<file path="config.mk">
export PLATFORM = sky130hd
export DESIGN_NAME = format_ascii
export DESIGN_NICKNAME = d
export VERILOG_FILES = /design/src/rtl/format_ascii.sv
export SDC_FILE = /design/constraint.sdc
export NUM_CORES = 1
export LEC_CHECK = 0
export ABC_AREA = 1
export ABC_CLOCK_PERIOD_IN_PS = 2700
export CAP_MARGIN = 20
export CORE_MARGIN = 2
export CORE_UTILIZATION = 45
export DETAILED_ROUTE_END_ITERATION = 10
export PLACE_DENSITY = 0.64
export RECOVER_POWER = 50
export SLEW_MARGIN = 10
export SYNTH_ARGS = -nofsm -noshare
export SYNTH_HDL_FRONTEND = slang
export SYNTH_SLANG_ARGS = --single-unit
</file>
<file path="constraint.sdc">
create_clock -name clk -period 2.7 [get_ports clk]
set_input_delay 0.54 -clock clk [delete_from_list [all_inputs] [get_ports clk]]
set_output_delay 0.54 -clock clk [all_outputs]
set_load 0.03 [all_outputs]
</file>
<file path="src/rtl/format_ascii.sv">
// Formats a signed 16-bit value as decimal ASCII (optional '-', digits, terminator)
// using a sequential double-dabble, then streams characters over a valid/ready handshake.
module format_ascii #(
   parameter logic [7:0] TERM_CHAR = 8'd10
) (
   input  logic        clk,
   input  logic        rst,
   input  logic        start,
   input  logic [15:0] value,
   output logic        busy,
   output logic [7:0]  ascii,
   output logic        ascii_valid,
   input  logic        ascii_ready
);

   typedef enum logic [2:0] {StIdle, StConv, StSign, StDigit, StTerm} state_e;

   state_e      state_q, state_d;
   logic [19:0] bcd_q, bcd_d;
   logic [15:0] mag_q, mag_d;
   logic        neg_q, neg_d;
   logic [2:0]  idx_q, idx_d;
   logic [4:0]  cnt_q, cnt_d;

   logic [19:0] bcd_adj;
   logic [2:0]  msd;
   logic [3:0]  cur_digit;

   always_comb begin
      bcd_adj = bcd_q;
      for (int i = 0; i < 5; i++) begin
         if (bcd_q[4*i +: 4] >= 4'd5) bcd_adj[4*i +: 4] = bcd_q[4*i +: 4] + 4'd3;
      end
   end

   // Most-significant non-zero digit; falls back to units so zero prints as '0'.
   always_comb begin
      msd = 3'd0;
      for (int i = 1; i < 5; i++) begin
         if (bcd_q[4*i +: 4] != 4'd0) msd = 3'(i);
      end
   end

   always_comb begin
      case (idx_q)
         3'd1:    cur_digit = bcd_q[7:4];
         3'd2:    cur_digit = bcd_q[11:8];
         3'd3:    cur_digit = bcd_q[15:12];
         3'd4:    cur_digit = bcd_q[19:16];
         default: cur_digit = bcd_q[3:0];
      endcase
   end

   always_comb begin
      state_d = state_q;
      bcd_d   = bcd_q;
      mag_d   = mag_q;
      neg_d   = neg_q;
      idx_d   = idx_q;
      cnt_d   = cnt_q;
      unique case (state_q)
         StIdle: begin
            if (start) begin
               neg_d   = value[15];
               mag_d   = value[15] ? (~value + 16'd1) : value;
               bcd_d   = 20'd0;
               idx_d   = 3'd0;
               cnt_d   = 5'd0;
               state_d = StConv;
            end
         end
         StConv: begin
            // 16 shift cycles, then one cycle to latch the leading-digit index
            if (cnt_q == 5'd16) begin
               idx_d   = msd;
               state_d = neg_q ? StSign : StDigit;
            end else begin
               bcd_d = {bcd_adj[18:0], mag_q[15]};
               mag_d = {mag_q[14:0], 1'b0};
               cnt_d = cnt_q + 5'd1;
            end
         end
         StSign: begin
            if (ascii_ready) state_d = StDigit;
         end
         StDigit: begin
            if (ascii_ready) begin
               if (idx_q == 3'd0) state_d = StTerm;
               else               idx_d   = idx_q - 3'd1;
            end
         end
         StTerm: begin
            if (ascii_ready) state_d = StIdle;
         end
         default: state_d = StIdle;
      endcase
   end

   always_ff @(posedge clk or posedge rst) begin
      if (rst) begin
         state_q <= StIdle;
         bcd_q   <= 20'd0;
         mag_q   <= 16'd0;
         neg_q   <= 1'b0;
         idx_q   <= 3'd0;
         cnt_q   <= 5'd0;
      end else begin
         state_q <= state_d;
         bcd_q   <= bcd_d;
         mag_q   <= mag_d;
         neg_q   <= neg_d;
         idx_q   <= idx_d;
         cnt_q   <= cnt_d;
      end
   end

   always_comb begin
      busy        = (state_q != StIdle);
      ascii_valid = (state_q == StSign) || (state_q == StDigit) || (state_q == StTerm);
      case (state_q)
         StSign:  ascii = 8'd45;
         StDigit: ascii = 8'd48 + {4'd0, cur_digit};
         StTerm:  ascii = TERM_CHAR;
         default: ascii = 8'd0;
      endcase
   end

endmodule

</file>
==> metrics list <==
- Post-DP Area: 0.00374 sq mm
* End of the worst register-to-register path: mag_q[10]
* Setup slack of the most critical reg-to-reg path: 0.34 ns
- Antenna-violating nets left: 0
* Area contributors post-synth: sky130_fd_sc_hd__dfrtp_1 (35%), sky130_fd_sc_hd__nand2_1 (16%), sky130_fd_sc_hd__inv_1 (7.8%), sky130_fd_sc_hd__ha_1 (7.0%), sky130_fd_sc_hd__nand3_1 (6.2%)
- Summing all multi-input logic gate instances after layout gives around 0.0018 sq mm.
* CP Data Arrival Time: 2.04 ns
- I/O Buffers: 27
* Post-synthesis instance area: approximately 0.0034 sq mm
- The design draws about 4.4 mW.
- The first global-routing pass estimated between 10 and 15 mm of wire.
- Setup-violating endpoint count in the final report: 0
- For the worst-skew pair, the clock arrives at the later sink with an insertion delay of about 0.3 ns.
- After floorplanning, the core was divided into 31 placement rows.
* Crit share post-route: 0.955
- Run status: completed
- A synthesized cell averages 7.07 sq um.
* Lkg Pwr: between 1.5 and 2 nW
- Number of vias per cell: approximately 5.0
- The synthesized design contains between 40 and 50 register bits.
- Worst reg-to-reg path cell count: 10
- Along the worst hold path, the cell count comes to 2.
- STA classifies the critical path endpoint as an output pin.
- Final Skew: around 0.0065 ns
- In this run the most critical hold path is launched from mag_q[15].
- Worst hold endpoint: bcd_q[0]
* Most instantiated cells after synthesis: sky130_fd_sc_hd__nand2_1 (143), sky130_fd_sc_hd__inv_1 (71), sky130_fd_sc_hd__dfrtp_1 (48)
- Along the worst path, the maximum fanout reaches 8.
- All-Layer GR Usage: 0.186
- From left edge to right edge, the die measures approximately 91 um.
- In this run the worst hold path is classified as flop to flop.
- The routed design has between 7 and 8 mm of wire.
- 1st-iter DRT viols: approximately 120
- The startpoint identified for the worst register-to-register timing path is state_q[0].
- Count of H-tree levels built during CTS: 2
- PwrDens: 1140 mW/mm^2
- Buffers inserted to repair hold after CTS numbered 0.
- Register clock-pin slew on the reported worst setup and hold paths: 0.10 ns
* Area added between synthesis and finish: 12.3%
- Of all flip-flops after synthesis, the portion carrying an async set or reset was 1.00.
- The setup path with the least slack is of type flop to output pin.
- The number of pins with negative max-slew slack in the final report was 0.
- Worst slew margin: 0.188
- Largest net degree at the start of global routing: between 40 and 50
- The worst setup path is launched from a flop.
* Area of the placeable core: 0.00729 sq mm
* GRT Residual Overflow: 0
* Final cell area excluding filler cells: between 0.003 and 0.004 sq mm
- Post-CTS timing repair inserted 0 buffers for setup.
- For the final routed database, the setup TNS stands at 0 ns.
- Among all cell types in the netlist, the one instantiated most often is sky130_fd_sc_hd__nand2_1.
- Seq/Total Area, Yosys: 0.353
- The final route contains 3046 vias.
- For the worst setup path, the data required time is about 2.2 ns.
- Share of layout cells above drive strength 1: 0.0629
- Highest achievable clock rate: roughly 390 MHz
- Synth top area share: 0.353
- After filler insertion, the fill cell instance count of the layout stands at between 700 and 800.
- Detailed placement finished with a half-perimeter wire length of ~5.6 mm.
- For this design, the sink count on the clock tree is 48.
- Min setup slack post-route: ~0.12 ns
- VDD sags by at most roughly 360 uV.
- In this run, synthesis inferred 0 flip-flops with an integrated enable.
- For this configuration, the core starts out at a cell density of 0.466.
- Length of the first detailed-routing pass in iterations: 4
- DIE HEIGHT: 90.9 um
* TritonCTS clock tree: done
- Library cell occupying the most area in the post-synthesis netlist: sky130_fd_sc_hd__dfrtp_1
- Post-route minimum period: about 2.6 ns
- Mean routed wirelength per cell: between 10 and 15 um
* Cell variety after synth: 32
- Summing all flip-flop and latch instances after layout gives ~0.0012 sq mm.
- The number of antenna violations at the first check in global routing came to 0.
* Total of max-cap violations: 0
- Synthesis warning total: 0
* I/O pins: 30
* DIE AREA: just over 0.008 sq mm
- The number of global-route vias before repair came to about 2900.
- GPL Wtd Cong: approximately 0.92
- No sink is reached through more buffers than the 2 on the longest clock path.
- Clock root buffer master: sky130_fd_sc_hd__clkbuf_8
* ANT cells: 0
- For the pin with the worst max-slew slack, the measured transition is 1.21 ns.
- The most used flip-flop cell after synthesis is sky130_fd_sc_hd__dfrtp_1.
- Post-Place Worst Slack: ~0.063 ns
- Hold Violations, Final: 0
- For this run, the post-layout net count is approximately 550.
* Gate count of the mapped netlist: between 400 and 500
- Drc violations: 0
- TritonCTS Buffers: 5
## report_power, final
part	switching, mW	internal [mW]	leakage (nW)	total, mW
Sequential	0.264	1.04	0.614	1.30
Combinational	1.67	0.848	1.29	2.51
Clock	0.261	0.275	0.0541	0.536
Total	2.19	2.16	1.95	4.35
## cells by family (layout without fill, tap and decap cells)
kind of cell / count (synthesis) / in the layout / share of synthesized area
flip-flops: 48 / 48 / 0.353
adder cells (fa/ha/maj): 19 / 19 / 0.0699
AO/OA/AOI/OAI: 77 / 77 / 0.127
AND/OR/NAND/NOR: 237 / 237 / 0.306
buffers and inverters: 89 / 116 / 0.117
other: 1 / 2 / 0.00110
XOR/XNOR: 10 / 10 / 0.0258
## cell type report
cell class	count	share of cell area
Multi-Input combinational cell	345	0.471
Sequential cell	48	0.315
Inverter	78	0.0799
Timing Repair Buffer	30	0.0727
Tap cell	99	0.0324
Clock buffer	5	0.0180
Clock inverter	3	0.0111
## worst max-delay path, stage by stage (launching register included)
cell and delay [ns]:
sky130_fd_sc_hd__dfrtp_1 0.41, sky130_fd_sc_hd__inv_1 0.11, sky130_fd_sc_hd__ha_1 0.24, sky130_fd_sc_hd__nand2_2 0.15, sky130_fd_sc_hd__nand4_4 0.17, sky130_fd_sc_hd__o21ai_1 0.17
sky130_fd_sc_hd__inv_1 0.05, sky130_fd_sc_hd__nand2_1 0.06, sky130_fd_sc_hd__nand2_1 0.05, sky130_fd_sc_hd__clkdlybuf4s15_1 0.33
## per-stage QoR
step,util,hold WS [ns],std cells
floorplan,-,0.453,482
global placement,0.513,0.478,600
detailed placement,0.513,0.484,600
CTS,0.527,0.496,608
global route,0.524,0.533,608
finish,0.524,0.503,608
## routing by layer
layer,vias up,routed length [um],global-route usage,part of all wire
met5,-,0,0,0
met4,0,57,0.0417,0.0075
met3,5,169,0.0259,0.022
met2,41,3700,0.338,0.49
met1,1411,3630,0.232,0.48
li1,1589,-,-,-
## placed cells by master, fill, tap and decap left out, types with 5 or more instances in the layout
cell	Yosys	final
sky130_fd_sc_hd__dfrtp_1	48	48
sky130_fd_sc_hd__o211ai_1	5	5
sky130_fd_sc_hd__nor2_1	34	35
sky130_fd_sc_hd__xor2_1	10	10
sky130_fd_sc_hd__o22ai_1	14	14
sky130_fd_sc_hd__o21ai_0	42	40
sky130_fd_sc_hd__ha_1	19	19
sky130_fd_sc_hd__clkbuf_8	0	5
sky130_fd_sc_hd__o21ai_1	5	7
sky130_fd_sc_hd__nand3_1	42	42
sky130_fd_sc_hd__a21oi_1	7	7
sky130_fd_sc_hd__inv_1	71	70
sky130_fd_sc_hd__nand2_1	143	142
sky130_fd_sc_hd__clkdlybuf4s50_1	0	21
sky130_fd_sc_hd__nand4_1	6	6
## timing repair
action / 4_1_cts / 5_1_grt
hold endpoints to repair: 0 / 0
setup endpoints to repair: 4 / 5
pin swaps: 0 / 0
gates resized for setup: 5 / 11
## flip-flops by register name (all words and copies together) (netlist names)
register and flops:
bcd_q 20, mag_q 16, cnt_q 5, idx_q 3, state_q 3, neg_q 1
## worst max-delay path by stage
stage                     from        to  slack, ns
finish                idx_q[0]  ascii[1]       0.12
global route          idx_q[0]  ascii[1]      -0.02
CTS                   idx_q[0]  ascii[1]     0.0005
detailed placement    idx_q[0]  ascii[2]       0.06
global placement      idx_q[0]  ascii[3]       0.17
floorplan           state_q[0]  ascii[1]       0.70
No activity file was read; power rests on OpenSTA's default activity.
